<file path="config.mk">
export PLATFORM = sky130hd
export DESIGN_NAME = if_fetch_unit
export DESIGN_NICKNAME = d
export VERILOG_FILES = /design/src/rtl/if_fetch_unit.sv
export SDC_FILE = /design/constraint.sdc
export NUM_CORES = 1
export LEC_CHECK = 0
export CORE_MARGIN = 3
export CORE_UTILIZATION = 45
export CTS_CLUSTER_SIZE = 25
export DETAILED_ROUTE_END_ITERATION = 8
export HOLD_SLACK_MARGIN = 0.1
export PLACE_DENSITY = 0.81
export SYNTH_ARGS = -nofsm -noshare
export SYNTH_HDL_FRONTEND = slang
export SYNTH_SLANG_ARGS = --single-unit
</file>
<file path="constraint.sdc">
create_clock -name clk -period 5.1 [get_ports clk]
set_clock_uncertainty 0.1 [all_clocks]
set_input_delay 1.02 -clock clk [delete_from_list [all_inputs] [get_ports clk]]
set_output_delay 1.02 -clock clk [all_outputs]
set_load 0.1 [all_outputs]
</file>
<file path="src/rtl/if_fetch_unit.sv">
// Instruction-fetch bus master for the IF stage.
// Issues one outstanding read at a time on the instruction memory port.
// Returned {pc, instruction} pairs are queued toward ID in a small FIFO.
// A branch redirect flushes the queue and drops any response still in flight.
module if_fetch_unit #(
  parameter int          FIFO_DEPTH = 2,
  parameter logic [31:0] NOP_WORD   = 32'h0000_0000
) (
  input  logic        clk,
  input  logic        rst,
  input  logic [31:0] pc_address,
  input  logic        branch_taken,
  output logic        pc_en,
  output logic        imem_req,
  output logic [31:0] imem_addr,
  input  logic        imem_gnt,
  input  logic        imem_rvalid,
  input  logic [31:0] imem_rdata,
  output logic        inst_valid,
  input  logic        inst_ready,
  output logic [31:0] inst_pc,
  output logic [31:0] inst_data,
  output logic        inst_exc
);

  localparam int PTR_W = (FIFO_DEPTH > 1) ? $clog2(FIFO_DEPTH) : 1;
  localparam int CNT_W = PTR_W + 1;
  localparam logic [CNT_W-1:0] DEPTH_C = CNT_W'(FIFO_DEPTH);

  typedef enum logic [1:0] {S_REQ, S_WAIT, S_HALT} state_t;

  state_t            state;
  state_t            state_next;
  logic              discard;
  logic              discard_next;
  logic [CNT_W-1:0]  count;
  logic [PTR_W-1:0]  wr_ptr;
  logic [PTR_W-1:0]  rd_ptr;
  logic [31:0]       req_pc;

  logic [31:0]       fifo_pc   [FIFO_DEPTH];
  logic [31:0]       fifo_data [FIFO_DEPTH];
  logic              fifo_exc  [FIFO_DEPTH];

  logic              aligned;
  logic              has_room;
  logic              push;
  logic              pop;
  logic              latch_req;
  logic [31:0]       push_pc;
  logic [31:0]       push_data;
  logic              push_exc;

  // Room is judged on the pre-pop count, so a pop never lets a request through early.
  assign aligned  = (pc_address[1:0] == 2'b00);
  assign has_room = (count < DEPTH_C);

  // Queue head is registered; payload is forced to zero whenever the head is empty.
  assign inst_valid = ~rst & (count != '0);
  assign inst_pc    = inst_valid ? fifo_pc[rd_ptr]   : 32'h0;
  assign inst_data  = inst_valid ? fifo_data[rd_ptr] : 32'h0;
  assign inst_exc   = inst_valid & fifo_exc[rd_ptr];
  assign pop        = inst_valid & inst_ready & ~branch_taken;
  assign imem_addr  = imem_req ? pc_address : 32'h0;

  // Next-state, bus request, PC enable and queue-push selection.
  always_comb begin
    state_next   = state;
    discard_next = discard;
    imem_req     = 1'b0;
    latch_req    = 1'b0;
    push         = 1'b0;
    push_pc      = pc_address;
    push_data    = NOP_WORD;
    push_exc     = 1'b0;
    case (state)
      S_REQ: begin
        if (!branch_taken && has_room) begin
          if (!aligned) begin
            push       = 1'b1;
            push_exc   = 1'b1;
            state_next = S_HALT;
          end else begin
            imem_req = 1'b1;
            if (imem_gnt) begin
              latch_req  = 1'b1;
              state_next = S_WAIT;
            end
          end
        end
      end
      S_WAIT: begin
        if (imem_rvalid) begin
          state_next = S_REQ;
          if (discard || branch_taken) begin
            discard_next = 1'b0;
          end else begin
            push      = 1'b1;
            push_pc   = req_pc;
            push_data = imem_rdata;
          end
        end else if (branch_taken) begin
          discard_next = 1'b1;
        end
      end
      S_HALT: begin
        if (branch_taken) state_next = S_REQ;
      end
      default: state_next = S_REQ;
    endcase
    pc_en = latch_req | branch_taken;
    if (rst) begin
      imem_req  = 1'b0;
      latch_req = 1'b0;
      push      = 1'b0;
      pc_en     = 1'b0;
    end
  end

  // Control state: FSM, discard flag and queue pointers; a redirect empties the queue.
  always_ff @(posedge clk) begin
    if (rst) begin
      state   <= S_REQ;
      discard <= 1'b0;
      count   <= '0;
      wr_ptr  <= '0;
      rd_ptr  <= '0;
    end else begin
      state   <= state_next;
      discard <= discard_next;
      if (branch_taken) begin
        count  <= '0;
        wr_ptr <= '0;
        rd_ptr <= '0;
      end else begin
        if (push) wr_ptr <= wr_ptr + PTR_W'(1);
        if (pop)  rd_ptr <= rd_ptr + PTR_W'(1);
        count <= count + CNT_W'(push) - CNT_W'(pop);
      end
    end
  end

  // Data storage: queue entries and the address of the outstanding request.
  always_ff @(posedge clk) begin
    if (push) begin
      fifo_pc[wr_ptr]   <= push_pc;
      fifo_data[wr_ptr] <= push_data;
      fifo_exc[wr_ptr]  <= push_exc;
    end
    if (latch_req) req_pc <= pc_address;
  end

endmodule

</file>
Yosys cells after proc, flatten, opt, wreduce, memory -nomap -nowiden
Memories as Yosys holds them, arrays and structs flattened. A register that Yosys moved wholly into a read port is not among the register bits.
Cells that the tools add are included.
- flip-flop bits (word level): 39
- bits in writable memories: 130
- input bits: 70
- output and inout port bits: 100
- word-level logic and storage cells: 81
- memories: 3
- add/sub/neg operators: 4
- magnitude comparators: 1
- equal/unequal tests: 7
- muxes and demuxes: 43
- bitwise logic cells: 7
- reductions and logical operators: 10
- memory list (memory ; words ; width ; read ports ; clocked after memory_dff ; wr ports ; line ; text):
    fifo_data ; 2 ; 32 ; 1 ; 1 ; 1 ; 42 ; logic [31:0] fifo_data [FIFO_DEPTH];
    fifo_pc ; 2 ; 32 ; 1 ; 1 ; 1 ; 41 ; logic [31:0] fifo_pc [FIFO_DEPTH];
    fifo_exc ; 2 ; 1 ; 1 ; 1 ; 1 ; 43 ; logic fifo_exc [FIFO_DEPTH];
- operator list (cell ; count):
    $mux W32 ; 9
    $mux W1 ; 27
    $mux W2 ; 5
    $ne A2 B2 Y1 const B ; 3
    $pmux W2 S3 ; 1
    $and A1 B1 Y1 ; 4
    $logic_not A2 Y1 ; 2
    $reduce_and A4 Y1 ; 1
    $reduce_bool A2 Y1 ; 2
    $ne A3 B3 Y1 const B ; 1
    $reduce_and A3 Y1 ; 1
    $add A1 B1 Y1 const B ; 2
    $add A2 B1 Y2 ; 1
    $eq A2 B1 Y1 const B ; 1
    $eq A2 B2 Y1 const B ; 1
    $lt A2 B2 Y1 const B ; 1
    $ne A2 B1 Y1 const B ; 1
    $not A1 Y1 ; 2
    $pmux W1 S2 ; 1
    $reduce_or A2 Y1 ; 1
    $sub A2 B1 Y2 ; 1
    $logic_and A1 B1 Y1 ; 1
    $logic_not A1 Y1 ; 1
    $logic_or A1 B1 Y1 ; 1
    $or A1 B1 Y1 ; 1

Logic depth before layout (Yosys ltp)
Gate-level depths: netlist (run 1).
- depth in word-level cells: 7
- depth in mapped cells: 11
- gate-level depth less buffers: 10

Worst setup path before layout (run 1)
Ideal clock, no wire load.
- path kind: input-to-reg
- start point: input branch_taken
- end point: memory fifo_data[0][0] (enable)
- setup time: 488 ps
- arrival: 4350 ps
- data required time: 4512 ps
- path slack: 161 ps
- cell stages on the path: 4
- path buffers: 1
- cell sequence: buf_2 > nor4_1 > a21oi_1 > nor2_1
- word-level cells in the longest chain between the ends: 7
- elaborated cells between the ends (all ways): 10
- those cells by class: mux (7); reduce/logical (3)
- ends and longest elaborated chain (item ; line ; text):
    from (decl) ; 12 ; input logic branch_taken,
    $logic_or A1 B1 Y1 or $logic_not A1 Y1 (tied branches) ; 95, 78 ;
    $mux W1 or $logic_and A1 B1 Y1 (tied branches) ; 95, 78 ;
    $mux W1 (on tied branches) ; 93, 78 ;
    $pmux W1 S2 * ; 76 ; case (state)
    $mux W1 * ; 112 ; if (rst) begin
    $mux W1 * ; 145 ; if (push) begin
    $mux W1 (not written as such) * ; 147 ; fifo_data[wr_ptr] <= push_data;
    to (decl) ; 42 ;
Every way passes the cells marked *; elsewhere a longest branch is shown, timed or not.

Final worst setup path (run 1)
- start point: input rst
- end point: output inst_pc[0]
- word-level cells in the longest chain between the ends: 3
- ends and longest elaborated chain (item ; line ; text):
    from (decl) ; 10 ; input logic rst,
    $not A1 Y1 ; 59 ; assign inst_valid = ~rst & (count != '0);
    $and A1 B1 Y1 ; 59 ;
    $mux W32 ; 60 ; assign inst_pc = inst_valid ? fifo_pc[rd_ptr] : 32'h0;
    to (decl) ; 21 ; output logic [31:0] inst_pc,
Every way passes these cells.

==> impl_metrics.tcl, run 1 <==
set metrics [dict create \
    status "finished, final reports clean" \
    htreeDepth 4 \
    cts_buffer_depth 2 \
    layout_commonest_cell "edfxtp_1" \
    vias_per_cell 4.97 \
    area_delta_synth_final_pct 30.3 \
    clockRootBuffer "clkbuf_16" \
    grt_pass1_wl_mm 23.1 \
    cts_resized 0 \
    worst-setup-path-type "input port to output port" \
    remaining_drc_errors 0 \
    yosysSeqAreaShare 0.704 \
    cp-end-kind "output port" \
    crit_path_start_kind "input port" \
    clock_latency_ps 410 \
    clk_pin_slew_ps 60 \
    antenna_found_initial 0 \
    avgSynthCellArea_um2 15.3 \
    maxCapViolations 0 \
    track_usage 0.168 \
    final_hold_viol_count 0 \
    netlist_area_mm2 0.00714 \
    cp_top_family "buffers and inverters" \
    drive_gt1_frac 0.262 \
    ys_seq_elements 170 \
    ctsHoldBuffers 0 \
    cp_slowest_stage_delay_ps 660 \
    yosysTopAreaCell "edfxtp_1" \
    path_max_fanout 41 \
    vias 4254 \
    ys_types 36 \
    reg2reg_to "fifo_pc[1][10]" \
    drv_slew 0 \
    r2r_slack_ps 2570 \
    tns_ps 0 \
    io_buffer_count 167 \
    gr-total-overflow 0 \
    crit_buf_inv 3 \
    antenna_cells 0 \
    p_leak_nw 3.24 \
    first_iter_violations 195 \
    cts_sinks 170 \
    crit_arrival_ps 3040 \
    fillers 1170 \
    cp_data_required_time_ps 3980 \
    synth_area_leaders "edfxtp_1 (68%), mux2i_1 (9.3%), and2_1 (5.7%), mux2_2 (4.1%), nor2_1 (3.7%)" \
    avgRoutedWirePerCell_um 16.8 \
    synth.top_cell.area_share 0.681 \
    tightest_slew_ps 991 \
    cts_made_buffers 17 \
    ant_nets 0 \
    grt_pass1_vias 4535 \
    rsz0062_at_grt "no" \
    die_y_um 132 \
    slew_headroom 0.339 \
    ir_worst_vdd_mv 0.217 \
    io_pins 170 \
    timing.rr.start "state[0]" \
    hold_depth 2 \
    coreArea_mm2 0.0154 \
    min_to "wr_ptr" \
    fin_crit_ps 4160 \
    cts_tree "yes" \
    multiInputGateArea_mm2 0.00197 \
    timing.fmax_mhz 240 \
    ys_warn_count 0 \
    worstHoldStart "wr_ptr" \
    path_cells "clkdlybuf4s50_1, o21bai_4, buf_4, nor2_1, buf_4" \
    place_congestion 0.777 \
    r2r_cells 3 \
    dieArea_mm2 0.0174 \
    post-cts-setup-buffers 0 \
    register_area_mm2 0.00503 \
    grt_start_max_net_pins 66 \
    fp.dieW_um 132 \
    initial_core_util 0.464 \
    setup_violations 0 \
    row_count 45 \
    cp_common_cell "buf_4" \
    dp_hpwl_mm 9.42 \
    drtPass1Iterations 4 \
    fin_crit_sh 0.816 \
    synth_cells 467 \
    powerDensity_mw_per_mm2 322 \
    routed_wl_mm 14.4 \
    fin_total_pwr_w 0.00300 \
    hp-class "flip-flop to flip-flop" \
    cp_slowest_cell "clkdlybuf4s50_1" \
    layout.nets 705 \
    layout_common_cells "edfxtp_1 (162), buf_4 (105), nor2_1 (70)" \
]
[layout make-up]
cell class                      instances  share of cell area
Sequential cell                       170               0.541
Multi-Input combinational cell        266               0.212
Timing Repair Buffer                  174               0.159
Clock buffer                           19              0.0465
Tap cell                              211              0.0284
Clock inverter                         12              0.0116
Inverter                                4             0.00161
[sequential cells by signal, summed over array words and instances, names as in the netlist, named ones only]
register and cells:
wr_ptr 1, rd_ptr 1, count 2, req_pc 32, fifo_exc 2, state 2
fifo_pc 64, discard 1, fifo_data 64
[cell families (layout without fill, tap and decap cells)]
| kind of cell | Yosys count | after routing | synth area share |
|---|---|---|---|
| xor gates and xnor gates | 3 | 3 | 0.00368 |
| other | 1 | 2 | 0.000525 |
| adders and majority gates | 2 | 2 | 0.00350 |
| DFF | 170 | 170 | 0.704 |
| muxes | 98 | 98 | 0.146 |
| and+or+nand+nor | 151 | 151 | 0.109 |
| AOI/OAI and AO/OA | 10 | 10 | 0.00929 |
| buffers and inverters | 32 | 209 | 0.0238 |
[Yosys cell counts (all sizes together)]
cell / number
o21bai: 1
nand2b: 1
edfxtp: 162
and2b: 1
mux2i: 66
a31oi: 2
o21ai: 2
inv: 4
mux2: 32
o211a: 1
xor2: 1
nand2: 3
buf: 20
ha: 2
or3: 1
xnor2: 2
a21oi: 2
or2: 1
and2: 65
a311oi: 1
nor3: 4
clkbuf: 8
nand4b: 1
nor4bb: 1
dfxtp: 8
and3: 1
nor2: 71
conb: 1
nor4: 1
a21boi: 1
[how the worst max path moves through the flow]
| stage | to | depth (start not counted) | slack (ps) | start |
|---|---|---|---|---|
| after floorplan | fifo_data[0][0] | 4 | 160 | branch_taken |
| after global placement | inst_pc[0] | 5 | 1030 | rst |
| after detailed placement | inst_pc[0] | 5 | 940 | rst |
| after CTS | inst_pc[0] | 5 | 940 | rst |
| after global routing | inst_pc[0] | 5 | 830 | rst |
| final | inst_pc[0] | 5 | 940 | rst |
[power breakdown]
group / internal [W] / leakage (nW) / switching [W]
sequential: 0.00155 / 1.43 / 0.0000101
clock: 0.000706 / 0.266 / 0.000479
combinational: 0.0000921 / 1.55 / 0.000159
[through the flow]
stage | hold WS (ps) | instances | util | worst slack (ps) | instance area, um2
after detailed placement | 398 | 825 | 0.570 | 942 | 8760
after floorplan | 347 | 468 | - | 161 | 7140
after global routing | 454 | 856 | 0.605 | 825 | 9300
after CTS | 406 | 856 | 0.605 | 941 | 9300
after global placement | 377 | 825 | 0.570 | 1030 | 8760
final | 402 | 856 | 0.605 | 941 | 9300
[routing by layer]
layer / wire, um / share of wire / track usage
met2: 7190 / 0.50 / 0.289
met5: 0 / 0 / 0
met4: 176 / 0.012 / 0.0490
met1: 5980 / 0.42 / 0.202
met3: 1010 / 0.071 / 0.0569
[worst min-delay path, cell delays in order, from the launching register on]
cell and delay [ps]:
dfxtp_1 330, nand2_1 70, mux2i_1 60
Note: power is estimated with default switching activity, not from simulation.
==> inputs of run 2 (changes only) <==
- CORE_UTILIZATION: 45 -> 50
- PLACE_DENSITY: 0.81 -> 0.85
- clock period: 5.1 -> 4.2 ns (I/O delays scaled with it)
==> impl_metrics.tcl, run 2 (synthesis results as in run 1) <==
set metrics [dict create \
    drive_gt1_frac 0.265 \
    drv_slew 0 \
    remaining_drc_errors 0 \
    area_delta_synth_final_pct 43.2 \
    status "finished, final reports clean" \
    timing.rr.start "state[0]" \
    grt_pass1_wl_mm 24.4 \
    cts_made_buffers 17 \
    fin_crit_sh 0.840 \
    fp.dieW_um 125 \
    first_iter_violations 319 \
    timing.fmax_mhz 284 \
    worst-setup-path-type "input port to output port" \
    coreArea_mm2 0.0139 \
    place_congestion 0.829 \
    post-cts-setup-buffers 0 \
    cts_buffer_depth 2 \
    r2r_cells 9 \
    setup_violations 0 \
    track_usage 0.200 \
    layout_setup_ws_ps 674 \
    grt_start_max_net_pins 67 \
    cts_tree "yes" \
    crit_path_start_kind "input port" \
    post_dp_cell_area_mm2 0.00965 \
    cp_top_family "buffers and inverters" \
    maxCapViolations 0 \
    crit_arrival_ps 2590 \
    routed_wl_mm 15.5 \
    rsz0062_at_grt "no" \
    path_cells "clkdlybuf4s50_1, nor2_1, and3_1, buf_4, and2_1, buf_12" \
    row_count 43 \
    io_pins 170 \
    final_hold_viol_count 0 \
    cts_resized 0 \
    powerDensity_mw_per_mm2 366 \
    largestRegisters "fifo_data: 64 flops, fifo_pc: 64 flops, req_pc: 32 flops" \
    path_max_fanout 32 \
    critical_path_depth 6 \
    fin_crit_ps 3530 \
    p_leak_nw 3.47 \
    vias_per_cell 5.22 \
    cts_sinks 170 \
    htreeDepth 4 \
    dieArea_mm2 0.0157 \
    clockRootBuffer "clkbuf_16" \
    tns_ps 0 \
    vias 4336 \
    min_to "wr_ptr" \
    clk_pin_slew_ps 60 \
    avgRoutedWirePerCell_um 18.7 \
    final_cell_area_mm2 0.0102 \
    ir_worst_vdd_mv 0.238 \
    cp_slowest_stage_delay_ps 560 \
    io_buffer_count 167 \
    ctsHoldBuffers 0 \
    gr-total-overflow 0 \
    layout.nets 709 \
    r2r_slack_ps 1580 \
    hp-class "flip-flop to flip-flop" \
    worstHoldStart "wr_ptr" \
    reg2reg_to "count[1]" \
    slew_headroom 0.565 \
    cp-end-kind "output port" \
    ant_nets 0 \
    clock_latency_ps 420 \
    tightest_slew_ps 652 \
    layout_common_cells "edfxtp_1 (162), buf_12 (72), nor2_1 (70)" \
    grt_pass1_vias 4531 \
    dp_hpwl_mm 10.6 \
    drtPass1Iterations 4 \
    initial_core_util 0.512 \
    cp_slowest_cell "clkdlybuf4s50_1" \
    antenna_cells 0 \
    antenna_found_initial 1 \
    dpl_worst_slack_ps 586 \
    crit_buf_inv 3 \
    hold_depth 2 \
    layout_commonest_cell "edfxtp_1" \
    cp_data_required_time_ps 3260 \
    die_y_um 125 \
]
## run 2: changes by cell type in the layout (fill, tap and decap cells not counted), sizes merged
cell / before / now
bufinv: 2 / 3
clkbuf: 19 / 21
buf: 105 / 109
clkinv: 9 / 7
## run 2: how the worst max path moves through the flow
| stage | slack [ps] | start | to |
|---|---|---|---|
| CTS | 660 | branch_taken | imem_addr[21] |
| global route | 540 | rst | imem_addr[21] |
| detailed placement | 590 | imem_rvalid | count[1] |
| floorplan | 40 | branch_taken | imem_addr[22] |
| global placement | 740 | imem_rvalid | count[1] |
| finish | 670 | branch_taken | imem_addr[25] |
## run 2: power by group
| part | total, W | switching (W) | internal (W) | leakage [nW] |
|---|---|---|---|---|
| logic | 0.000343 | 0.000203 | 0.000140 | 1.77 |
| clock network | 0.00151 | 0.000583 | 0.000923 | 0.275 |
| registers | 0.00189 | 0.0000122 | 0.00188 | 1.43 |
## run 2: routing by layer
layer / vias to the layer above / GRT usage / part of all wire
li1: 2027 / - / -
met1: 2096 / 0.241 / 0.40
met2: 193 / 0.343 / 0.51
met3: 20 / 0.0619 / 0.077
met4: 0 / 0.0644 / 0.014
met5: - / 0 / 0
## run 2: final cells by class
type                       instances  area (um2)
clock buffer                      21         440
clock inverter                    11         128
fill                             844        3710
inverter                           4        15.0
multi-input combinational        266        1970
sequential                       170        5030
tap                              180         225
timing repair buffer             178        2410
## run 2: per-stage QoR
step	total power, W	hold WS (ps)	std cells	utilization
finish	0.00374	441	830	0.734
global route	0.00386	450	830	0.734
CTS	0.00377	427	830	0.734
detailed placement	0.00227	418	798	0.693
global placement	0.00226	389	798	0.693
floorplan	0.00212	348	468	-
## run 2: worst register-to-register path, cell delays in order, from the launching register on
cell and delay (ps):
dfxtp_1 440, nor4bb_4 280, and2b_4 500, o21ai_0 210, ha_1 310, inv_1 40
ha_1 180, xnor2_1 190, xnor2_1 100, and2_1 170
==> inputs of run 3 (changes only) <==
- CORE_UTILIZATION: 50 -> 45
- PLACE_DENSITY: 0.85 -> 0.81
- clock period: 4.2 -> 3.1 ns (I/O delays scaled with it)
==> impl_metrics.tcl, run 3 (synthesis results as in run 1) <==
set metrics [dict create \
    track_usage 0.189 \
    ant_nets 0 \
    register_area_mm2 0.00503 \
    cts_resized 0 \
    io_buffer_count 167 \
    largestRegisters "fifo_data: 64 flops, fifo_pc: 64 flops, req_pc: 32 flops" \
    whs_ps 463 \
    drive_gt1_frac 0.318 \
    dieArea_mm2 0.0174 \
    final_cell_area_mm2 0.0108 \
    cp_common_cell "buf_4" \
    antenna_cells 0 \
    timing.fmax_mhz 335 \
    grt_pass1_wl_mm 25.5 \
    grt_start_max_net_pins 50 \
    fin_crit_sh 0.964 \
    cts_sinks 170 \
    final_hold_viol_count 0 \
    area_delta_synth_final_pct 50.9 \
    crit_arrival_ps 2270 \
    layout_commonest_cell "edfxtp_1" \
    cts_made_buffers 17 \
    fillers 982 \
    ctsHoldBuffers 0 \
    post_dp_cell_area_mm2 0.0102 \
    path_max_fanout 23 \
    avgRoutedWirePerCell_um 18.5 \
    layout_common_cells "edfxtp_1 (162), buf_12 (103), clkdlybuf4s50_1 (69)" \
    maxCapViolations 0 \
    cts_tree "yes" \
    tns_ps 0 \
    drtPass1Iterations 5 \
    row_count 45 \
    dp_hpwl_mm 10.9 \
    vias_per_cell 5.08 \
    slew_headroom 0.559 \
    multiInputGateArea_mm2 0.00204 \
    place_congestion 0.760 \
    hp-class "flip-flop to flip-flop" \
    io_pins 170 \
    grt_pass1_vias 4760 \
    cp-end-kind "output port" \
    die_y_um 132 \
    cp_slowest_cell "clkdlybuf4s50_1" \
    p_leak_nw 3.59 \
    worst-setup-path-type "input port to output port" \
    routed_wl_mm 16.0 \
    rsz0062_at_grt "no" \
    drv_slew 0 \
    tightest_slew_ps 655 \
    layout.nets 715 \
    final_util 0.701 \
    dpl_worst_slack_ps -163 \
    cp_data_required_time_ps 2380 \
    cts_buffer_depth 2 \
    clk_pin_slew_ps 60 \
    clockRootBuffer "clkbuf_16" \
    setup_violations 0 \
    status "finished, final reports clean" \
    cp_slowest_stage_delay_ps 530 \
    remaining_drc_errors 0 \
    ir_worst_vdd_mv 0.372 \
    fp.dieW_um 132 \
    initial_core_util 0.464 \
    first_iter_violations 264 \
    layout_setup_ws_ps 113 \
    coreArea_mm2 0.0154 \
    antenna_found_initial 0 \
    vias 4395 \
    fin_crit_ps 2990 \
    crit_path_start_kind "input port" \
    clock_latency_ps 410 \
    crit_buf_inv 4 \
    post-cts-setup-buffers 0 \
    gr-total-overflow 0 \
    path_cells "clkdlybuf4s50_1, buf_4, o21bai_4, buf_4, nor2_1, buf_12" \
    cp_top_family "buffers and inverters" \
    htreeDepth 4 \
    powerDensity_mw_per_mm2 480 \
]
run 3: worst register-to-register path: cells and delay by family, from the launching register on:
kind	cells	cell delay, ps
buffers and inverters	2	240
AND/OR/NAND/NOR	3	990
XOR/XNOR	2	270
flip-flops	1	390
adder cells (fa/ha/maj)	2	500
AO/OA/AOI/OAI	1	120
run 3: stage by stage:
| stage | instances | total power (W) |
|---|---|---|
| after floorplan | 468 | 0.00287 |
| after global placement | 835 | 0.00309 |
| after detailed placement | 835 | 0.00311 |
| after CTS | 865 | 0.00521 |
| after global routing | 865 | 0.00534 |
| final | 865 | 0.00517 |
run 3: routing by layer:
metal | up-vias | global-route usage | share of wire
li1 | 2033 | - | -
met1 | 2172 | 0.223 | 0.39
met2 | 166 | 0.331 | 0.54
met3 | 24 | 0.0519 | 0.061
met4 | 0 | 0.0677 | 0.016
met5 | - | 0 | 0
run 3: final timing paths:
kind	startpoint	end	slack [ps]	cells past startpoint
setup / recovery	rst	inst_pc[27]	110	6
hold / removal	wr_ptr	wr_ptr	460	2
setup reg to reg	state[1]	count[1]	380	10
hold reg to reg	wr_ptr	wr_ptr	460	2
run 3: where the power goes:
part | switching [W] | internal (W)
combinational | 0.000285 | 0.000208
clock | 0.000786 | 0.00133
sequential | 0.0000159 | 0.00255
total | 0.00109 | 0.00409
run 3: layout make-up:
| type | count | share of cell area |
|---|---|---|
| timing repair buffer | 184 | 0.264 |
| tap | 211 | 0.0245 |
| multi-input combinational | 266 | 0.189 |
| inverter | 4 | 0.00139 |
| clock inverter | 10 | 0.0141 |
| clock buffer | 20 | 0.0405 |
| sequential | 170 | 0.467 |
